**config.mk**
```make
export PLATFORM = sky130hd
export DESIGN_NAME = ex_operand_stage
export DESIGN_NICKNAME = d
export VERILOG_FILES = /design/src/rtl/ex_operand_stage.sv
export SDC_FILE = /design/constraint.sdc
export NUM_CORES = 1
export LEC_CHECK = 0
export BUFFER_PORTS_ARGS = -buffer_cell sky130_fd_sc_hd__buf_2
export CAP_MARGIN = 10
export CORE_AREA = 10 10 121 178
export CTS_CLUSTER_DIAMETER = 60
export DETAILED_ROUTE_END_ITERATION = 8
export DIE_AREA = 0 0 131 188
export GPL_TIMING_DRIVEN = 0
export PLACE_DENSITY_LB_ADDON = 0.15
export SLEW_MARGIN = 15
export SYNTH_ARGS = -nofsm -noshare
export SYNTH_HDL_FRONTEND = slang
export SYNTH_SLANG_ARGS = --single-unit
```
**constraint.sdc**
```tcl
create_clock -name clk -period 6.15 [get_ports clk]
set_input_delay 0.615 -clock clk [delete_from_list [all_inputs] [get_ports clk]]
set_output_delay 0.615 -clock clk [all_outputs]
set_load 0.05 [all_outputs]
```
**src/rtl/ex_operand_stage.sv**
```systemverilog
// ID/EX pipeline register with MEM/WB operand forwarding, PC/immediate operand select,
// store-data forwarding and a combinational load-use stall request.
module ex_operand_stage #(
    parameter int unsigned DATA_WIDTH    = 32,
    parameter int unsigned OPCODE_LENGTH = 4,
    parameter int unsigned REG_ADDR_W    = 5
) (
    input  logic                     clk,
    input  logic                     reset,
    input  logic                     stall,
    input  logic                     flush,
    input  logic                     id_valid,
    input  logic [DATA_WIDTH-1:0]    id_pc,
    input  logic [DATA_WIDTH-1:0]    id_rs1_data,
    input  logic [DATA_WIDTH-1:0]    id_rs2_data,
    input  logic [DATA_WIDTH-1:0]    id_imm,
    input  logic [REG_ADDR_W-1:0]    id_rs1_addr,
    input  logic [REG_ADDR_W-1:0]    id_rs2_addr,
    input  logic [REG_ADDR_W-1:0]    id_rd_addr,
    input  logic                     id_alu_src_a,
    input  logic                     id_alu_src_b,
    input  logic [OPCODE_LENGTH-1:0] id_operation,
    input  logic                     id_reg_write,
    input  logic                     id_mem_read,
    input  logic [REG_ADDR_W-1:0]    mem_rd_addr,
    input  logic                     mem_reg_write,
    input  logic [DATA_WIDTH-1:0]    mem_result,
    input  logic [REG_ADDR_W-1:0]    wb_rd_addr,
    input  logic                     wb_reg_write,
    input  logic [DATA_WIDTH-1:0]    wb_result,
    output logic [DATA_WIDTH-1:0]    SrcA,
    output logic [DATA_WIDTH-1:0]    SrcB,
    output logic [OPCODE_LENGTH-1:0] Operation,
    output logic                     ex_valid,
    output logic [REG_ADDR_W-1:0]    ex_rd_addr,
    output logic                     ex_reg_write,
    output logic                     ex_mem_read,
    output logic [DATA_WIDTH-1:0]    ex_store_data,
    output logic                     load_use_hazard
);

    logic                     valid_q, valid_d;
    logic [DATA_WIDTH-1:0]    pc_q, pc_d;
    logic [DATA_WIDTH-1:0]    rs1_data_q, rs1_data_d;
    logic [DATA_WIDTH-1:0]    rs2_data_q, rs2_data_d;
    logic [DATA_WIDTH-1:0]    imm_q, imm_d;
    logic [REG_ADDR_W-1:0]    rs1_addr_q, rs1_addr_d;
    logic [REG_ADDR_W-1:0]    rs2_addr_q, rs2_addr_d;
    logic [REG_ADDR_W-1:0]    rd_addr_q, rd_addr_d;
    logic                     alu_src_a_q, alu_src_a_d;
    logic                     alu_src_b_q, alu_src_b_d;
    logic [OPCODE_LENGTH-1:0] operation_q, operation_d;
    logic                     reg_write_q, reg_write_d;
    logic                     mem_read_q, mem_read_d;

    logic [DATA_WIDTH-1:0]    fwd_a, fwd_b;
    logic                     bubble;

    always_comb begin
        load_use_hazard = valid_q & mem_read_q & (rd_addr_q != '0) & id_valid &
                          ((rd_addr_q == id_rs1_addr) | (rd_addr_q == id_rs2_addr));
    end

    assign bubble = flush | (~stall & load_use_hazard);

    always_comb begin
        valid_d     = valid_q;
        pc_d        = pc_q;
        rs1_data_d  = rs1_data_q;
        rs2_data_d  = rs2_data_q;
        imm_d       = imm_q;
        rs1_addr_d  = rs1_addr_q;
        rs2_addr_d  = rs2_addr_q;
        rd_addr_d   = rd_addr_q;
        alu_src_a_d = alu_src_a_q;
        alu_src_b_d = alu_src_b_q;
        operation_d = operation_q;
        reg_write_d = reg_write_q;
        mem_read_d  = mem_read_q;
        if (bubble) begin
            valid_d     = 1'b0;
            pc_d        = '0;
            rs1_data_d  = '0;
            rs2_data_d  = '0;
            imm_d       = '0;
            rs1_addr_d  = '0;
            rs2_addr_d  = '0;
            rd_addr_d   = '0;
            alu_src_a_d = 1'b0;
            alu_src_b_d = 1'b0;
            operation_d = '0;
            reg_write_d = 1'b0;
            mem_read_d  = 1'b0;
        end else if (!stall) begin
            valid_d     = id_valid;
            pc_d        = id_pc;
            rs1_data_d  = id_rs1_data;
            rs2_data_d  = id_rs2_data;
            imm_d       = id_imm;
            rs1_addr_d  = id_rs1_addr;
            rs2_addr_d  = id_rs2_addr;
            rd_addr_d   = id_rd_addr;
            alu_src_a_d = id_alu_src_a;
            alu_src_b_d = id_alu_src_b;
            operation_d = id_operation;
            reg_write_d = id_reg_write & id_valid;
            mem_read_d  = id_mem_read & id_valid;
        end
    end

    always_ff @(posedge clk or posedge reset) begin
        if (reset) begin
            valid_q     <= 1'b0;
            pc_q        <= '0;
            rs1_data_q  <= '0;
            rs2_data_q  <= '0;
            imm_q       <= '0;
            rs1_addr_q  <= '0;
            rs2_addr_q  <= '0;
            rd_addr_q   <= '0;
            alu_src_a_q <= 1'b0;
            alu_src_b_q <= 1'b0;
            operation_q <= '0;
            reg_write_q <= 1'b0;
            mem_read_q  <= 1'b0;
        end else begin
            valid_q     <= valid_d;
            pc_q        <= pc_d;
            rs1_data_q  <= rs1_data_d;
            rs2_data_q  <= rs2_data_d;
            imm_q       <= imm_d;
            rs1_addr_q  <= rs1_addr_d;
            rs2_addr_q  <= rs2_addr_d;
            rd_addr_q   <= rd_addr_d;
            alu_src_a_q <= alu_src_a_d;
            alu_src_b_q <= alu_src_b_d;
            operation_q <= operation_d;
            reg_write_q <= reg_write_d;
            mem_read_q  <= mem_read_d;
        end
    end

    // MEM is the younger producer, so it wins over WB; x0 is never forwarded.
    always_comb begin
        fwd_a = rs1_data_q;
        if (mem_reg_write && mem_rd_addr != '0 && mem_rd_addr == rs1_addr_q) begin
            fwd_a = mem_result;
        end else if (wb_reg_write && wb_rd_addr != '0 && wb_rd_addr == rs1_addr_q) begin
            fwd_a = wb_result;
        end
    end

    always_comb begin
        fwd_b = rs2_data_q;
        if (mem_reg_write && mem_rd_addr != '0 && mem_rd_addr == rs2_addr_q) begin
            fwd_b = mem_result;
        end else if (wb_reg_write && wb_rd_addr != '0 && wb_rd_addr == rs2_addr_q) begin
            fwd_b = wb_result;
        end
    end

    assign SrcA          = alu_src_a_q ? pc_q : fwd_a;
    assign SrcB          = alu_src_b_q ? imm_q : fwd_b;
    assign ex_store_data = fwd_b;
    assign Operation     = operation_q;
    assign ex_valid      = valid_q;
    assign ex_rd_addr    = rd_addr_q;
    assign ex_reg_write  = reg_write_q & valid_q;
    assign ex_mem_read   = mem_read_q & valid_q;

endmodule

```
==> flow_summary.html <==
<table>
<tr><th>Metric</th><th>Value</th></tr>
<tr><th colspan="2">Synth</th></tr>
<tr><td>Sequential-to-total area share from yosys stat</td><td>0.423</td></tr>
<tr><td>Mean cell area of the mapped netlist</td><td>about 8.5 um^2</td></tr>
<tr><td>Netlist cell types</td><td>40</td></tr>
<tr><td>Seq cells post-synth</td><td>152</td></tr>
<tr><td>Yosys warnings</td><td>0</td></tr>
<tr><td>Mapped Cells</td><td>1051</td></tr>
<tr><td>Mapped cell area</td><td>~9000 um^2</td></tr>
<tr><td>Synthesized Nets</td><td>around 1300</td></tr>
<tr><th colspan="2">Floorplan</th></tr>
<tr><td>Core Area</td><td>roughly 18000 um^2</td></tr>
<tr><td>Number of cell rows</td><td>61</td></tr>
<tr><td>Die Span Y</td><td>~190 um</td></tr>
<tr><td>Horizontal die dimension</td><td>~130 um</td></tr>
<tr><td>I/O pin count</td><td>341</td></tr>
<tr><td>Die area</td><td>approximately 25000 um^2</td></tr>
<tr><td>Effective utilization at floorplan</td><td>0.488</td></tr>
<tr><th colspan="2">Timing</th></tr>
<tr><td>Portion of the clock cycle consumed by the worst path in the final layout</td><td>0.646</td></tr>
<tr><td>F_max</td><td>approximately 0.25 GHz</td></tr>
<tr><td>Unrepaired setup endpoints after global routing</td><td>false</td></tr>
<tr><td>Worst setup skew after layout</td><td>around 11 ps</td></tr>
<tr><td>Final period demand of the worst path</td><td>around 4000 ps</td></tr>
<tr><td>Post-route setup TNS</td><td>0 ps</td></tr>
<tr><td>Worst slew pin tran</td><td>915 ps</td></tr>
<tr><td>Max Transition Viols Final</td><td>0</td></tr>
<tr><td>Max_slew headroom</td><td>0.386</td></tr>
<tr><td>Worst Setup Slack, final</td><td>approximately 2200 ps</td></tr>
<tr><td>Count of final hold-check violations</td><td>0</td></tr>
<tr><td>Number of setup violations in the final report</td><td>0</td></tr>
<tr><th colspan="2">Power and ir drop</th></tr>
<tr><td>Comb power frac</td><td>0.242</td></tr>
<tr><td>Peak supply drop</td><td>about 0.20 mV</td></tr>
<tr><td>Clock Power Share</td><td>0.384</td></tr>
<tr><td>Leak Pwr</td><td>approximately 5.6 nW</td></tr>
<tr><td>Switch Pwr</td><td>around 1.0 mW</td></tr>
<tr><td>Design Power</td><td>2.95 mW</td></tr>
<tr><td>Switching power share of the total</td><td>0.356</td></tr>
<tr><td>Cell internal pwr</td><td>1.90 mW</td></tr>
<tr><td>Sequential share of power</td><td>0.374</td></tr>
<tr><td>Power Density</td><td>approximately 250 nW/um^2</td></tr>
<tr><th colspan="2">Clock tree</th></tr>
<tr><td>Total number of clock tree sinks</td><td>roughly 150</td></tr>
<tr><td>Latest clock arrival within the worst-skew pair</td><td>between 400 and 500 ps</td></tr>
<tr><td>CTS root buffer</td><td>sky130_fd_sc_hd__clkbuf_16</td></tr>
<tr><td>Hold Buf Count CTS</td><td>0</td></tr>
<tr><td>CTS clock-pin slew for the worst setup and hold paths</td><td>roughly 70 ps</td></tr>
<tr><td>Number of buffers on the longest clock path</td><td>2</td></tr>
<tr><td>TritonCTS clock tree</td><td>yes</td></tr>
<tr><td>Resize count post-CTS</td><td>0</td></tr>
<tr><td>CTS H-tree depth</td><td>4</td></tr>
<tr><td>Number of clock buffers inserted by TritonCTS</td><td>17</td></tr>
<tr><td>Post-CTS repair timing setup buffer count</td><td>0</td></tr>
<tr><th colspan="2">Route</th></tr>
<tr><td>Iteration-0 DRC Markers</td><td>roughly 1100</td></tr>
<tr><td>Antenna-violating nets left</td><td>0</td></tr>
<tr><td>Number of vias per cell after detailed routing</td><td>slightly below 6</td></tr>
<tr><td>Total length of routed wires</td><td>approximately 38 mm</td></tr>
<tr><td>Average detailed-routed wire length per instance</td><td>22.5 um</td></tr>
<tr><td>Vias post-DR</td><td>9839</td></tr>
<tr><td>Post-route DRC</td><td>0</td></tr>
<tr><td>First-pass iteration count of the detailed router</td><td>6</td></tr>
<tr><th colspan="2">Run</th></tr>
<tr><td>Reported max-cap violation count</td><td>0</td></tr>
<tr><th colspan="2">Setup path</th></tr>
<tr><td>Worst setup path category</td><td>reg -&gt; out</td></tr>
<tr><td>Startpoint kind of the worst setup timing path</td><td>flip-flop</td></tr>
<tr><td>Endpoint of the worst setup timing path</td><td>SrcA[12]</td></tr>
<tr><td>Combined buffer and inverter count along the critical path</td><td>2</td></tr>
<tr><td>Cell class contributing the biggest share of worst-path delay</td><td>simple AND/OR/NAND/NOR gates</td></tr>
<tr><td>Slack of the worst reg-to-reg path</td><td>about 3800 ps</td></tr>
<tr><td>Crit Reg-Reg Endpoint</td><td>imm_q[10]</td></tr>
<tr><td>Critical register-to-register path startpoint</td><td>ex_rd_addr[2]</td></tr>
<tr><td>Critical path required time</td><td>roughly 5500 ps</td></tr>
<tr><td>Register-to-Register Path Depth</td><td>9</td></tr>
<tr><td>First element of the critical path</td><td>rs1_addr_q[3]</td></tr>
<tr><td>Cell depth of the worst setup path</td><td>7</td></tr>
<tr><td>Critical-path top delay cell</td><td>sky130_fd_sc_hd__nor3_1</td></tr>
<tr><td>Worst EP arrival</td><td>approximately 3400 ps</td></tr>
<tr><td>Endpoint kind of the worst setup timing path</td><td>primary output</td></tr>
<tr><td>Worst Path Max Fanout</td><td>10</td></tr>
<tr><td>Slowest cell delay on critical path</td><td>approximately 750 ps</td></tr>
<tr><td>Cells along the critical path</td><td>xnor2_1 &gt; nand3_1 &gt; nor3_1 &gt; clkbuf_1 &gt; a211oi_1 &gt; o31ai_1 &gt; buf_2</td></tr>
<tr><th colspan="2">Cells and area</th></tr>
<tr><td>Number of nets in the final layout</td><td>about 1600</td></tr>
<tr><td>Fin util</td><td>0.635</td></tr>
<tr><td>Proportion of layout cells with a drive suffix above 1</td><td>0.312</td></tr>
<tr><td>Post-synthesis to final-layout area growth</td><td>30.0%</td></tr>
<tr><th colspan="2">Placement</th></tr>
<tr><td>Detailed Place HPWL</td><td>between 30 and 40 mm</td></tr>
<tr><td>Port bufs</td><td>about 340</td></tr>
<tr><td>Routability Congestion</td><td>about 0.93</td></tr>
<tr><td>Placement-stage worst setup slack</td><td>~2400 ps</td></tr>
<tr><th colspan="2">Global route</th></tr>
<tr><td>Wire length of the first global-routing pass</td><td>between 50 and 60 mm</td></tr>
<tr><td>Final global-route overflow total</td><td>0</td></tr>
<tr><td>Antenna violations before repair</td><td>10</td></tr>
<tr><td>Number of global-route vias before repair</td><td>~10000</td></tr>
<tr><td>GRT Total Usage</td><td>0.298</td></tr>
<tr><td>Largest net degree at the start of global routing</td><td>81</td></tr>
<tr><th colspan="2">Min path</th></tr>
<tr><td>Min-delay worst type</td><td>in -&gt; async</td></tr>
<tr><th colspan="2">Run status</th></tr>
<tr><td>Result of the run</td><td>completed</td></tr>
</table>
## cells in the final DEF (no fill, tap or decap), types with 17 or more instances in the layout
| master | count |
|---|---|
| sky130_fd_sc_hd__clkbuf_1 | 77 |
| sky130_fd_sc_hd__nor2_1 | 101 |
| sky130_fd_sc_hd__nor3_1 | 36 |
| sky130_fd_sc_hd__buf_2 | 361 |
| sky130_fd_sc_hd__inv_1 | 41 |
| sky130_fd_sc_hd__a211oi_1 | 32 |
| sky130_fd_sc_hd__dfrtp_1 | 152 |
| sky130_fd_sc_hd__a32o_1 | 58 |
| sky130_fd_sc_hd__o31ai_1 | 64 |
| sky130_fd_sc_hd__clkbuf_16 | 17 |
| sky130_fd_sc_hd__and3_1 | 32 |
| sky130_fd_sc_hd__o22ai_1 | 84 |
| sky130_fd_sc_hd__nand2_1 | 240 |
| sky130_fd_sc_hd__a221oi_2 | 31 |
## sequential cells by signal, indices dropped and copies added (netlist names)
name and flops:
ex_valid 1, rs2_data_q 32, imm_q 32, reg_write_q 1
mem_read_q 1, rs1_addr_q 5, Operation 4, alu_src_b_q 1
ex_rd_addr 5, rs1_data_q 32, rs2_addr_q 5, alu_src_a_q 1
pc_q 32
## final cells by class
cell class                 count  area [um^2]
buffer                       113          520
tap                          252          315
fill                        1702         6720
clock inverter                15          203
clock buffer                  17          425
inverter                      43          169
multi-input combinational    743         4500
timing repair buffer         339         1720
antenna                        9         22.5
sequential                   152         3800
## metal layers
layer / vias up / routed length, um / global-route usage
li1: 4538 / - / -
met1: 4675 / 14500 / 0.359
met2: 540 / 18500 / 0.484
met3: 84 / 3370 / 0.0757
met4: 2 / 1420 / 0.136
met5: - / 19 / 0
## power by group through the flow
stage          Combinational [mW]  Clock (mW)  Sequential [mW]
2_1_floorplan               0.457           0             1.11
3_3_place_gp                0.701           0             1.12
3_5_place_dp                0.709           0             1.12
4_1_cts                     0.711        1.13             1.10
5_1_grt                     0.758        1.19             1.11
6_report                    0.713        1.13             1.10
## cell usage after synthesis
library cell	n	area, um^2
sky130_fd_sc_hd__or2_2	1	6.26
sky130_fd_sc_hd__buf_1	2	7.51
sky130_fd_sc_hd__o22ai_1	84	526
sky130_fd_sc_hd__o211ai_1	2	15.0
sky130_fd_sc_hd__o211ai_2	1	12.5
sky130_fd_sc_hd__buf_2	23	115
sky130_fd_sc_hd__o31ai_1	64	480
sky130_fd_sc_hd__dfrtp_1	152	3800
sky130_fd_sc_hd__or3b_2	2	17.5
sky130_fd_sc_hd__a32o_1	58	581
sky130_fd_sc_hd__or4_4	1	11.3
sky130_fd_sc_hd__nor3_1	36	180
sky130_fd_sc_hd__inv_1	42	158
sky130_fd_sc_hd__xor2_1	13	114
sky130_fd_sc_hd__o21ai_0	1	5.00
sky130_fd_sc_hd__or2_1	2	12.5
sky130_fd_sc_hd__a22o_1	1	8.76
sky130_fd_sc_hd__xnor2_1	16	140
sky130_fd_sc_hd__nand4_2	1	12.5
sky130_fd_sc_hd__a22oi_1	1	7.51
sky130_fd_sc_hd__nand4_1	2	12.5
sky130_fd_sc_hd__a221oi_2	31	465
sky130_fd_sc_hd__buf_6	7	78.8
sky130_fd_sc_hd__or4bb_1	1	11.3
sky130_fd_sc_hd__nand2_1	240	901
sky130_fd_sc_hd__nor2_1	101	379
sky130_fd_sc_hd__or4_1	2	15.0
sky130_fd_sc_hd__and3_1	32	200
sky130_fd_sc_hd__o41ai_1	9	78.8
sky130_fd_sc_hd__buf_4	4	30.0
sky130_fd_sc_hd__inv_2	1	3.75
sky130_fd_sc_hd__a221oi_1	1	8.76
sky130_fd_sc_hd__or3_1	1	6.26
sky130_fd_sc_hd__nor4bb_1	1	10.0
sky130_fd_sc_hd__clkbuf_1	77	289
sky130_fd_sc_hd__a211oi_1	32	240
sky130_fd_sc_hd__nand3_1	1	5.00
sky130_fd_sc_hd__nor2b_1	1	6.26
sky130_fd_sc_hd__and2_1	3	18.8
sky130_fd_sc_hd__a21bo_1	1	10.0
## cell families after synthesis
kind of cell | Yosys count | share of synthesized area
buf+inv | 156 | 0.0759
compound gates | 286 | 0.271
xor+xnor | 29 | 0.0283
flops | 152 | 0.423
simple gates | 428 | 0.201
## through the flow
step | std cells | cell area [um^2] | hold WS, ps
3_3_place_gp | 1641 | 11000 | 472
6_report | 1683 | 11700 | 234
5_1_grt | 1682 | 11700 | 264
3_5_place_dp | 1642 | 11000 | 475
2_1_floorplan | 1051 | 8980 | 465
4_1_cts | 1674 | 11700 | 253
## worst min path at each step
stage / start / endpoint / slack [ps] / cells after the start
global route: reset / ex_rd_addr[4] / 260 / 2
floorplan: reg_write_q / reg_write_q / 470 / 1
finish: reset / ex_rd_addr[4] / 230 / 2
global placement: Operation[2] / Operation[2] / 470 / 1
CTS: reset / ex_rd_addr[4] / 250 / 2
detailed placement: Operation[0] / Operation[0] / 480 / 1
No activity file was read; power rests on OpenSTA's default activity.
